### config.mk
export PLATFORM = sky130hd
export DESIGN_NAME = led_serial_encoder
export DESIGN_NICKNAME = d
export VERILOG_FILES = /design/src/rtl/led_serial_encoder.sv
export SDC_FILE = /design/constraint.sdc
export NUM_CORES = 1
export LEC_CHECK = 0
export ABC_AREA = 1
export CAP_MARGIN = 10
export CORE_MARGIN = 2
export CORE_UTILIZATION = 55
export CTS_CLUSTER_DIAMETER = 30
export CTS_CLUSTER_SIZE = 16
export DETAILED_ROUTE_END_ITERATION = 10
export MAX_ROUTING_LAYER = met4
export PLACE_DENSITY = 0.76
export SKIP_CTS_REPAIR_TIMING = 1
export SYNTH_ARGS = -nofsm -noshare
export SYNTH_HDL_FRONTEND = slang
export SYNTH_SLANG_ARGS = --single-unit
### constraint.sdc
create_clock -name i_clk -period 2.9 [get_ports i_clk]
set_input_delay 0.87 -clock i_clk [delete_from_list [all_inputs] [get_ports i_clk]]
set_output_delay 0.87 -clock i_clk [all_outputs]
set_load 0.1 [all_outputs]
### src/rtl/led_serial_encoder.sv
// Serialises 24-bit pixel words into a single-wire NRZ bitstream for a top_led chain.
// A one-entry holding register keeps pixels gapless, and each frame ends with a low latch interval.
module led_serial_encoder #(
  parameter int T_BIT   = 125,
  parameter int T0H     = 40,
  parameter int T1H     = 80,
  parameter int T_RESET = 5000
) (
  input  logic        i_clk,
  input  logic        i_rst_n,
  input  logic [23:0] i_pixel,
  input  logic        i_last,
  input  logic        i_valid,
  output logic        o_ready,
  output logic        o_serial,
  output logic        o_busy,
  output logic        o_underrun
);

  localparam int CW = (T_BIT > 1) ? $clog2(T_BIT) : 1;
  localparam int LW = $clog2(T_RESET + 1);
  localparam logic [CW-1:0] CYC_LAST = CW'(T_BIT - 1);
  localparam logic [CW-1:0] T0H_C    = CW'(T0H);
  localparam logic [CW-1:0] T1H_C    = CW'(T1H);
  localparam logic [LW-1:0] LAT_LAST = LW'(T_RESET - 1);

  if (!(T0H > 0 && T0H < T1H && T1H < T_BIT && T_RESET >= 1)) begin : g_param_check
    $error("led_serial_encoder: timing parameters out of range");
  end

  typedef enum logic [1:0] {IDLE, SHIFT, LATCH} state_t;

  state_t        state, state_d;
  logic          hold_valid, hold_valid_d;
  logic [23:0]   hold_pixel;
  logic          hold_last;
  logic [23:0]   shifter, shifter_d;
  logic          cur_last, cur_last_d;
  logic [4:0]    bit_cnt, bit_cnt_d;
  logic [CW-1:0] cyc_cnt, cyc_cnt_d;
  logic [LW-1:0] lat_cnt, lat_cnt_d;
  logic          load, accept, underrun_d, serial_d;

  assign accept  = i_valid && !hold_valid;
  assign o_ready = !hold_valid;
  assign o_busy  = (state != IDLE) || hold_valid;

  always_comb begin
    state_d    = state;
    shifter_d  = shifter;
    cur_last_d = cur_last;
    bit_cnt_d  = bit_cnt;
    cyc_cnt_d  = cyc_cnt;
    lat_cnt_d  = lat_cnt;
    load       = 1'b0;
    underrun_d = 1'b0;
    case (state)
      IDLE: if (hold_valid) load = 1'b1;
      SHIFT: begin
        if (cyc_cnt == CYC_LAST) begin
          cyc_cnt_d = '0;
          if (bit_cnt == 5'd0) begin
            if (cur_last) begin
              state_d   = LATCH;
              lat_cnt_d = '0;
            end else if (hold_valid) begin
              load = 1'b1;
            end else begin
              underrun_d = 1'b1;
              state_d    = LATCH;
              lat_cnt_d  = '0;
            end
          end else begin
            bit_cnt_d = bit_cnt - 5'd1;
            shifter_d = {shifter[22:0], 1'b0};
          end
        end else begin
          cyc_cnt_d = cyc_cnt + 1'b1;
        end
      end
      LATCH: begin
        if (lat_cnt == LAT_LAST) state_d = IDLE;
        else                     lat_cnt_d = lat_cnt + 1'b1;
      end
      default: state_d = IDLE;
    endcase
    // A load from either IDLE or a bit-0 boundary restarts the shifter identically
    if (load) begin
      state_d    = SHIFT;
      shifter_d  = hold_pixel;
      cur_last_d = hold_last;
      bit_cnt_d  = 5'd23;
      cyc_cnt_d  = '0;
    end
    hold_valid_d = load ? 1'b0 : (accept ? 1'b1 : hold_valid);
    // Output is registered, so it is derived from the next-cycle counters
    serial_d = (state_d == SHIFT) && (cyc_cnt_d < (shifter_d[23] ? T1H_C : T0H_C));
  end

  always_ff @(posedge i_clk or negedge i_rst_n) begin
    if (!i_rst_n) begin
      state      <= IDLE;
      hold_valid <= 1'b0;
      hold_pixel <= '0;
      hold_last  <= 1'b0;
      shifter    <= '0;
      cur_last   <= 1'b0;
      bit_cnt    <= '0;
      cyc_cnt    <= '0;
      lat_cnt    <= '0;
      o_serial   <= 1'b0;
      o_underrun <= 1'b0;
    end else begin
      state      <= state_d;
      hold_valid <= hold_valid_d;
      shifter    <= shifter_d;
      cur_last   <= cur_last_d;
      bit_cnt    <= bit_cnt_d;
      cyc_cnt    <= cyc_cnt_d;
      lat_cnt    <= lat_cnt_d;
      o_serial   <= serial_d;
      o_underrun <= underrun_d;
      if (accept) begin
        hold_pixel <= i_pixel;
        hold_last  <= i_last;
      end
    end
  end

endmodule

---- After elaboration in Yosys (flattened, before gate mapping) ----
Cells that the tools add are included.
word-level totals
  input port bits ......................... 28
  logic and storage cells ................. 76
  flip-flop bits (word level) ............. 80
  output and inout bits ................... 4
operators by class
  add/sub/neg operators ................... 3
  multiplexer cells ....................... 37
  reductions and logical operators ........ 13
  $lt $le $gt $ge ......................... 1
  equality and inequality tests ........... 10
operator list
  kind                     number
  $mux W24                 4
  $mux W13                 5
  $mux W7                  4
  $pmux W13 S2             1
  $mux W5                  4
  $add A13 B1 Y13 const B  1
  $eq A13 B13 Y1 const B   1
  $mux W2                  6
  $mux W1                  11
  $reduce_bool A2 Y1       5
  $ne A2 B2 Y1 const B     4
  $add A7 B1 Y7 const B    1
  $eq A7 B7 Y1 const B     1
  $lt A7 B7 Y1             1
  $pmux W2 S3              1
  $logic_not A5 Y1         1
  $reduce_and A5 Y1        1
  $sub A5 B1 Y5 const B    1
  $eq A2 B1 Y1 const B     2
  $ne A3 B3 Y1 const B     1
  $reduce_and A3 Y1        1
  $eq A2 B2 Y1 const B     1
  $logic_and A1 B1 Y1      2
  $logic_not A2 Y1         1
  3 further kinds          3

---- Logic depth before layout (Yosys ltp) ----
Gate-level depths: netlist of run 1.
  word-level depth ........................ 9
  depth in mapped cells ................... 16
  depth with buffers taken out ............ 15

---- Least setup slack after synthesis of run 1 ----
OpenSTA, ideal clock, no wires.
  kind .................................... reg-to-output
  from .................................... register hold_valid
  to ...................................... output port o_busy
  required time ........................... 2.030 ns
  arrival ................................. 1.967 ns
  buffers on the path ..................... 0
  stages on the path, launching flop included .. 3
  path slack .............................. 0.063 ns
  path through ............................ dfrtp_1 inv_1 nand3_1
on the way
  word-level cells in the longest chain between the ends .. 1
ends and longest elaborated chain
  what                      line  source
  start: declaration        34    logic hold_valid, hold_valid_d;
  start signal: assignment  115   hold_valid <= hold_valid_d;
  $logic_or A1 B1 Y1        46    assign o_busy = (state != IDLE) || hold_valid;
  end: declaration          16    output logic o_busy,
No other way between the ends.

---- Final worst setup path of run 1 ----
  from .................................... register bit_cnt[0]
  to ...................................... register o_serial
on the way
  word-level cells in the longest chain between the ends .. 8
  elaborated cells on any way between the ends .. 17
  those cells by class .................... order compare: 1; eq/ne: 1; mux: 13; reduce/logical: 2
ends and longest elaborated chain
  what                                     line  source
  start: declaration                       39    logic [4:0] bit_cnt, bit_cnt_d;
  start signal: assignment                 118   bit_cnt <= bit_cnt_d;
  $logic_not A5 Y1 *                       62    if (bit_cnt == 5'd0) begin
  $mux W1 or $mux W24 (tied branches)      62
  $mux W1 or $mux W24 (tied branches)      60    if (cyc_cnt == CYC_LAST) begin
  $pmux W1 S2 or $mux W24 (tied branches)  57    case (state)
  $mux W24                                 88    if (load) begin
  $mux W7                                  97    serial_d = (state_d == SHIFT) && (cyc_cnt_d < (shifter_d[23] ? T1H_C : T0H_C));
  $lt A7 B7 Y1                             97
  $logic_and A1 B1 Y1 *                    97
  named net serial_d                       42    logic load, accept, underrun_d, serial_d;
  end signal: assignment                   121   o_serial <= serial_d;
  end: declaration                         15    output logic o_serial,
Mark *: on every way through the listed nets, which the timed path passes. The rest lies on a longest branch. The select of a mux whose other input is x is not followed.
A chain may end at the register's enable or synchronous reset.

==> impl_metrics.py, run 1 <==
metrics = {
    "placed_design": {
        "dp_hpwl_um": 4860,
        "place_ws_ns": 0.677,
        "dp_cells": 479,
        "numPortBuffers": 31,
        "gp_congestion": 0.893,
    },
    "global_routing": {
        "antenna_found_initial": 0,
        "grt_pass1_vias": 2698,
        "grt_max_degree": 40,
        "grt_overflow_total": 0,
        "grt_pass1_wl_um": 12200,
        "grt_use_total_pct": 21.5,
    },
    "worst_setup_path": {
        "cp.arrival_ns": 2.50,
        "cp-end-kind": "flip-flop",
        "r2r_slack_ns": 0.68,
        "cp_cell_sequence": "inv_1 > ha_1 > inv_1 > nor2_1 > nand2_1 > nor2_1 > nand3_2 > nand2_2 > nand2_2 > o21ai_4 > ha_1 > a21oi_1 > nand2_1 > a21oi_2",
        "endpoint": "o_serial",
        "r2r_end": "o_serial",
        "worstPathMaxFanout": 12,
        "rr_worst_depth": 14,
        "r2r-start": "bit_cnt[0]",
        "critPathSlowestCell": "dfrtp_1",
        "cp-startpoint": "bit_cnt[0]",
        "cpPeakStageDelay_ns": 0.38,
        "start_kind": "flip-flop",
        "critical_path_class": "flip-flop to flip-flop",
        "required_ns": 3.18,
    },
    "routing": {
        "wl_per_cell_um": 14.1,
        "drc": 0,
        "drtIter0Drc": 111,
        "vias": 2756,
        "routed_wl_um": 6980,
        "vias_per_cell": 5.58,
        "antenna_left": 0,
        "firstDrtPassIters": 5,
    },
    "die": {
        "io_pins": 32,
        "die_w_um": 86.3,
        "design.die.area_mm2": 0.00745,
        "die_h_um": 86.3,
        "core_mm2": 0.00668,
        "rows": 30,
        "start_util_pct": 55.8,
    },
    "timing": {
        "period_share_pct": 76.5,
        "period_minus_slack_ns": 2.22,
        "final_max_slew_viol_count": 0,
        "tightest_slew_ns": 0.528,
        "fin_ws_ns": 0.681,
        "final-hold-violation-count": 0,
        "fin_tns_setup_ns": 0,
        "slew_headroom_pct": 64.5,
        "max_clock_freq_ghz": 0.451,
        "rsz0062_at_grt": "false",
        "finalSetupViolCount": 0,
        "finalClockSkew_ns": 0.00870,
    },
    "clock_network": {
        "cts_buffers": 9,
        "h-tree-depth": 3,
        "clkTransAtPathRegs_ns": 0.08,
        "cts_root_buf": "clkbuf_8",
        "max-clock-path-buffers": 2,
        "clock_sinks": 80,
        "tritoncts": "done",
        "insertion_delay_ns": 0.34,
    },
    "worst_hold_path": {
        "min_path_type": "flip-flop to flip-flop",
    },
    "synthesis": {
        "ys_types": 32,
        "synth_cells": 374,
        "yosysWarnings": 0,
        "synth_seq_area_share_pct": 53.7,
        "synth_fp_nets": 410,
        "synthesis.area_mm2": 0.00373,
        "syn_area_per_cell_um2": 9.97,
        "synth_seq_cells": 80,
    },
    "finish": {
        "final_cell_mix": "80 x dfrtp_1, 62 x nand2_1, 43 x nand3_1",
        "synthToLayoutAreaGrowth_pct": 15.4,
        "final_net_count": 446,
        "antennaDiodeCount": 0,
        "fin_cells": 494,
        "drive_gt1_share_pct": 15.7,
        "layout_commonest_cell": "dfrtp_1",
    },
    "job": {
        "maxCapViolCount": 0,
    },
    "power": {
        "p_leak_uw": 0.00201,
        "pwr_density_cell_mw_per_mm2": 545,
        "ir_drop_mv": 0.371,
    },
    "outcome": {
        "status": "finished clean",
    },
}
## flip-flops by register name, indices dropped and copies added (netlist names)
signal and cells:
shifter 24, o_serial 1, cyc_cnt 7, hold_last 1, lat_cnt 13, bit_cnt 5, hold_pixel 24, state 2
o_underrun 1, hold_valid 1, cur_last 1
## how the worst min path moves through the flow
stage,slack [ns],depth (start not counted),startpoint,to
after floorplan,0.41,1,cur_last,o_underrun
after global placement,0.44,1,cur_last,o_underrun
after detailed placement,0.45,1,cur_last,o_underrun
after CTS,0.46,1,cur_last,o_underrun
after global routing,0.47,1,cur_last,o_underrun
final,0.46,1,cur_last,o_underrun
## cell type report
type	instances	area [um2]
fill	549	2380
sequential	80	2000
multi-input combinational	246	1520
timing repair buffer	38	350
clock buffer	13	159
inverter	35	131
tap	80	100
clock inverter	2	38.8
## where the power goes
group | switching (uW) | total [uW] | internal, uW
combinational | 75.6 | 205 | 130
clock | 381 | 824 | 443
sequential | 73.1 | 1320 | 1240
## synth_stat cells
cell type | number | share of area (%)
o21ai_1 | 3 | 0.40
nor3_1 | 9 | 1.2
nand4_1 | 4 | 0.67
o21ai_4 | 1 | 0.44
inv_1 | 31 | 3.1
nand3_2 | 2 | 0.54
o22ai_1 | 5 | 0.84
nand3_1 | 43 | 5.8
buf_6 | 2 | 0.60
o211ai_1 | 2 | 0.40
o21ai_0 | 11 | 1.5
nor2_4 | 1 | 0.30
a31oi_1 | 1 | 0.17
a21oi_2 | 1 | 0.23
buf_2 | 6 | 0.81
ha_1 | 8 | 2.7
nand3_4 | 1 | 0.47
nand2_2 | 5 | 0.84
dfrtp_1 | 80 | 54
a22oi_1 | 22 | 4.4
nor2_1 | 17 | 1.7
nand2_1 | 62 | 6.2
mux2_2 | 24 | 7.2
a21oi_1 | 5 | 0.67
nor4_1 | 5 | 0.84
clkbuf_1 | 4 | 0.40
buf_4 | 1 | 0.20
xnor2_1 | 3 | 0.70
nand3b_1 | 1 | 0.20
inv_2 | 4 | 0.40
or2_2 | 1 | 0.17
xor2_1 | 9 | 2.1
## layer usage
layer / global-route usage, % / vias up / share of wire [%]
met5: - / - / 0
met1: 28.9 / 1322 / 46
li1: - / 1345 / -
met3: 3.90 / 11 / 4.3
met4: 8.52 / 0 / 1.4
met2: 32.5 / 78 / 49
## cell families (layout without fill, tap and decap cells)
family | after synthesis | count (layout) | share of synthesized area (%)
flops | 80 | 80 | 53.7
simple gates | 151 | 151 | 19.0
mux | 24 | 24 | 7.25
xor+xnor | 12 | 12 | 2.82
buf+inv | 48 | 88 | 5.54
fa+ha+maj | 8 | 8 | 2.68
compound gates | 51 | 51 | 9.06
## worst max-delay path, delay by kind of cell, from the launching register on
kind                       cells  cell delay [ns]
buffers and inverters          2             0.14
DFF                            1             0.38
adders and majority gates      2             0.42
AOI/OAI and AO/OA              3             0.36
and+or+nand+nor                7             0.85
## through the flow
stage / util (%) / hold slack [ns] / area [um2] / power, uW
detailed placement: 61.4 / 0.446 / 4100 / 1550
CTS: 64.4 / 0.460 / 4300 / 2370
global placement: 61.4 / 0.441 / 4100 / 1540
floorplan: - / 0.410 / 3730 / 1440
finish: 64.4 / 0.456 / 4300 / 2350
global route: 64.4 / 0.474 / 4300 / 2460
(Power assumes the default switching activity.)
==> run 2, diff against run 1 <==
==> constraint.sdc (replaced) <==
create_clock -name i_clk -period 2.2 [get_ports i_clk]
set_input_delay 0.66 -clock i_clk [delete_from_list [all_inputs] [get_ports i_clk]]
set_output_delay 0.66 -clock i_clk [all_outputs]
set_load 0.1 [all_outputs]
==> impl_metrics.py, run 2 (same netlist as run 1, synthesis figures left out) <==
metrics = {
    "outcome": {
        "status": "finished clean",
    },
    "worst_setup_path": {
        "cpPeakStageDelay_ns": 0.41,
        "worstPathMaxFanout": 5,
        "cp-end-kind": "flip-flop",
        "r2r-start": "cyc_cnt[0]",
        "endpoint": "o_serial",
        "r2r_slack_ns": 0.15,
        "critical_path_class": "flip-flop to flip-flop",
        "cp.arrival_ns": 2.34,
        "cp_cell_sequence": "inv_2 > ha_1 > nand3_2 > nor2_4 > nand3_4 > nand2_1 > nand2_2 > o21ai_4 > inv_2 > ha_1 > a21oi_2 > nand2_1 > a21oi_2",
        "rr_worst_depth": 13,
        "required_ns": 2.48,
        "r2r_end": "o_serial",
        "start_kind": "flip-flop",
        "critPathSlowestCell": "dfrtp_1",
        "cp-startpoint": "cyc_cnt[0]",
    },
    "placed_design": {
        "gp_congestion": 0.922,
        "dp_hpwl_um": 4870,
        "place_ws_ns": 0.0915,
        "numPortBuffers": 31,
    },
    "clock_network": {
        "cts_buffers": 9,
        "tritoncts": "done",
        "clkTransAtPathRegs_ns": 0.08,
        "h-tree-depth": 3,
        "clock_sinks": 80,
        "cts_root_buf": "clkbuf_8",
        "max-clock-path-buffers": 2,
        "insertion_delay_ns": 0.35,
    },
    "die": {
        "design.die.area_mm2": 0.00745,
        "die_w_um": 86.3,
        "core_mm2": 0.00668,
        "die_h_um": 86.3,
        "start_util_pct": 55.8,
        "io_pins": 32,
        "rows": 30,
    },
    "power": {
        "pwr_density_cell_mw_per_mm2": 693,
        "ir_drop_mv": 0.464,
        "cell_internal_pwr_uw": 2380,
        "seq_power_share_pct": 55.6,
        "pwr-share-clk_pct": 35.3,
        "finalPower_uw": 3110,
        "combPwrFrac_pct": 9.0,
        "p_sw_share_pct": 23.6,
        "p_leak_uw": 0.00208,
        "switching_power_uw": 734,
    },
    "routing": {
        "vias": 2811,
        "routed_wl_um": 7050,
        "drtIter0Drc": 113,
        "vias_per_cell": 5.57,
        "wl_met1_um": 3160,
        "firstDrtPassIters": 5,
        "antenna_left": 0,
        "met3RoutedLength_um": 360,
        "highest_layer": "met4",
        "route.met2.wl_um": 3450,
        "wl_per_cell_um": 14.0,
        "drc": 0,
    },
    "global_routing": {
        "grt_overflow_total": 0,
        "grt_pass1_wl_um": 12400,
        "grt_pass1_vias": 2795,
        "grt_use_total_pct": 21.8,
        "antenna_found_initial": 0,
        "grt_max_degree": 38,
    },
    "finish": {
        "utilization_pct": 67.3,
        "drive_gt1_share_pct": 21.2,
        "reg.largest.list": "hold_pixel (24), shifter (24), lat_cnt (13)",
        "antennaDiodeCount": 0,
        "final_cell_mix": "80 x dfrtp_1, 60 x nand2_1, 41 x nand3_1",
        "final_net_count": 456,
        "synthToLayoutAreaGrowth_pct": 20.6,
        "layout_commonest_cell": "dfrtp_1",
    },
    "timing": {
        "period_minus_slack_ns": 2.05,
        "slew_headroom_pct": 69.2,
        "fin_ws_ns": 0.148,
        "finalSetupViolCount": 0,
        "final_max_slew_viol_count": 0,
        "tightest_slew_ns": 0.458,
        "finalClockSkew_ns": 0.00804,
        "period_share_pct": 93.3,
        "max_clock_freq_ghz": 0.487,
        "final-hold-violation-count": 0,
    },
    "job": {
        "maxCapViolCount": 0,
    },
    "worst_hold_path": {
        "min_path_type": "input port to async pin",
    },
}
-- run 2: worst min-delay path by stage --
stage                        start        endpoint  slack, ns  depth (start not counted)
after global routing       i_rst_n  hold_pixel[12]       0.24                          1
after detailed placement  cur_last      o_underrun       0.44                          1
after global placement    cur_last      o_underrun       0.45                          1
after CTS                  i_rst_n  hold_pixel[12]       0.23                          1
after floorplan            i_rst_n      bit_cnt[0]       0.36                          0
final                      i_rst_n     shifter[12]       0.23                          1
-- run 2: metal layers --
metal / track usage [%] / up-vias
li1: - / 1375
met1: 26.8 / 1354
met2: 34.6 / 73
met3: 6.48 / 9
met4: 7.53 / 0
met5: - / -
-- run 2: power groups by stage --
| stage | Clock [uW] | Sequential (uW) | Combinational (uW) |
|---|---|---|---|
| final | 1100 | 1730 | 282 |
| after global routing | 1190 | 1750 | 312 |
| after CTS | 1130 | 1730 | 288 |
| after detailed placement | 0 | 1760 | 289 |
| after global placement | 0 | 1760 | 277 |
| after floorplan | 0 | 1730 | 176 |
-- run 2: stage by stage --
| stage | hold WS [ns] | instance area (um2) | setup TNS (ns) | cells |
|---|---|---|---|---|
| 2_1_floorplan | 0.364 | 3740 | 0 | 374 |
| 3_3_place_gp | 0.445 | 4220 | 0 | 485 |
| 3_5_place_dp | 0.436 | 4220 | 0 | 485 |
| 4_1_cts | 0.226 | 4420 | 0 | 501 |
| 5_1_grt | 0.242 | 4500 | -0.0300 | 505 |
| 6_report | 0.235 | 4500 | 0 | 505 |
-- run 2: area by class of cell --
type	instances	area (um2)
sequential	80	2000
clock buffer	10	138
multi-input combinational	246	1560
fill	522	2190
inverter	35	135
tap	80	100
timing repair buffer	48	495
clock inverter	6	66.3
-- run 2: critical path, delay by kind of cell (launching register included) --
kind | cells | cell delay (ns)
AOI/OAI and AO/OA | 3 | 0.44
and+or+nand+nor | 6 | 0.62
DFF | 1 | 0.41
adders and majority gates | 2 | 0.36
buffers and inverters | 2 | 0.13
==> run 3, diff against run 2 <==
--- a/config.mk
+++ b/config.mk
@@ -14,6 +14,7 @@
 export DETAILED_ROUTE_END_ITERATION = 10
 export MAX_ROUTING_LAYER = met4
 export PLACE_DENSITY = 0.76
+export REMOVE_ABC_BUFFERS = 1
 export SKIP_CTS_REPAIR_TIMING = 1
 export SYNTH_ARGS = -nofsm -noshare
 export SYNTH_HDL_FRONTEND = slang
==> impl_metrics.py, run 3 (same netlist as run 1, synthesis figures left out) <==
metrics = {
    "worst_setup_path": {
        "critPathSlowestCell": "dfrtp_1",
        "start_kind": "flip-flop",
        "r2r-start": "cyc_cnt[0]",
        "worstPathMaxFanout": 5,
        "cp.arrival_ns": 2.33,
        "required_ns": 2.48,
        "cpPeakStageDelay_ns": 0.41,
        "cp_cell_sequence": "inv_2 > ha_4 > nand3_2 > nor2_4 > nand3_4 > nand2_2 > nand2_2 > o21ai_4 > inv_2 > ha_1 > nand2_1 > inv_1 > a21oi_2",
        "r2r_end": "o_serial",
        "rr_worst_depth": 13,
        "r2r_slack_ns": 0.15,
        "cp-end-kind": "flip-flop",
        "critPathBufInv": 3,
        "critPathTopFamily": "simple AND/OR/NAND/NOR gates",
        "critical_path_class": "flip-flop to flip-flop",
        "cp.depth": 13,
    },
    "die": {
        "core_mm2": 0.00668,
        "die_h_um": 86.3,
        "rows": 30,
        "design.die.area_mm2": 0.00745,
        "die_w_um": 86.3,
        "start_util_pct": 55.8,
        "io_pins": 32,
    },
    "global_routing": {
        "grt_use_total_pct": 22.5,
        "grt_overflow_total": 0,
        "grt_pass1_wl_um": 12900,
        "grt_max_degree": 37,
        "antenna_found_initial": 0,
        "grt_pass1_vias": 2858,
    },
    "clock_network": {
        "clkTransAtPathRegs_ns": 0.08,
        "max-clock-path-buffers": 2,
        "h-tree-depth": 3,
        "tritoncts": "done",
        "cts_root_buf": "clkbuf_8",
        "cts_buffers": 9,
        "clock_sinks": 80,
        "insertion_delay_ns": 0.35,
    },
    "timing": {
        "final_max_slew_viol_count": 0,
        "period_minus_slack_ns": 2.05,
        "slew_headroom_pct": 75.9,
        "period_share_pct": 93.0,
        "finalClockSkew_ns": 0.00456,
        "final-hold-violation-count": 0,
        "max_clock_freq_ghz": 0.489,
        "tightest_slew_ns": 0.357,
        "finalSetupViolCount": 0,
        "timing.hold.ws_ns": 0.217,
    },
    "worst_hold_path": {
        "min_path_type": "input port to async pin",
    },
    "finish": {
        "drive_gt1_share_pct": 20.6,
        "reg.largest.list": "hold_pixel (24), shifter (24), lat_cnt (13)",
        "fin_cells": 503,
        "final_cell_mix": "80 x dfrtp_1, 60 x nand2_1, 42 x nand3_1",
        "layout_commonest_cell": "dfrtp_1",
        "final_net_count": 454,
        "antennaDiodeCount": 0,
        "synthToLayoutAreaGrowth_pct": 21.2,
    },
    "routing": {
        "drtIter0Drc": 186,
        "firstDrtPassIters": 4,
        "wl_per_cell_um": 14.8,
        "vias_per_cell": 5.64,
        "routed_wl_um": 7420,
        "antenna_left": 0,
        "vias": 2838,
        "drc": 0,
    },
    "placed_design": {
        "dp_cells": 483,
        "dp_hpwl_um": 5110,
        "numPortBuffers": 31,
        "gp_congestion": 0.905,
    },
    "power": {
        "switching_power_uw": 727,
        "pwr-share-clk_pct": 38.5,
        "p_leak_uw": 0.00209,
        "p_sw_share_pct": 22.2,
        "ir_drop_mv": 0.484,
        "seq_power_share_pct": 52.9,
        "finalPower_uw": 3280,
        "cell_internal_pwr_uw": 2550,
        "pwr_density_cell_mw_per_mm2": 725,
        "combPwrFrac_pct": 8.6,
    },
    "job": {
        "maxCapViolCount": 0,
    },
    "outcome": {
        "status": "finished clean",
    },
}
==> run 3: stage by stage <==
step	setup TNS, ns	area [um2]	worst slack, ns	utilization [%]
after floorplan	-3.47	3650	-0.427	-
after global placement	0	4200	0.112	62.8
after detailed placement	-0.467	4200	-0.0337	62.8
after CTS	-1.51	4440	-0.0826	66.4
after global routing	-0.00702	4520	-0.00702	67.7
final	0	4520	0.155	67.7
==> run 3: worst max path at each step <==
stage / from / to
2_1_floorplan: hold_valid / o_busy
3_3_place_gp: bit_cnt[0] / bit_cnt[3]
3_5_place_dp: bit_cnt[0] / shifter[13]
4_1_cts: bit_cnt[0] / shifter[6]
5_1_grt: cyc_cnt[0] / o_serial
6_report: cyc_cnt[0] / o_serial
==> run 3: per-layer routing <==
metal	share of wire, %	wire length, um	global-route usage [%]	up-vias
li1	-	-	-	1363
met1	44	3300	29.1	1408
met2	51	3760	36.1	59
met3	3.7	273	5.33	8
met4	1.3	93	5.97	0
met5	0	0	-	-
==> run 3: layout make-up <==
class	count	area (um2)
fillers	506	2160
repair buffers	46	480
clock inverters	4	75.1
flip-flops and latches	80	2000
clock buffers	12	165
multi-input cells	246	1570
inverters	35	131
well taps	80	100
==> run 3: power by group through the flow <==
stage | Combinational, uW | Clock, uW | Sequential, uW
detailed placement | 290 | 0 | 1760
finish | 283 | 1260 | 1730
floorplan | 174 | 0 | 1720
global placement | 275 | 0 | 1760
CTS | 291 | 1280 | 1730
global route | 318 | 1350 | 1750
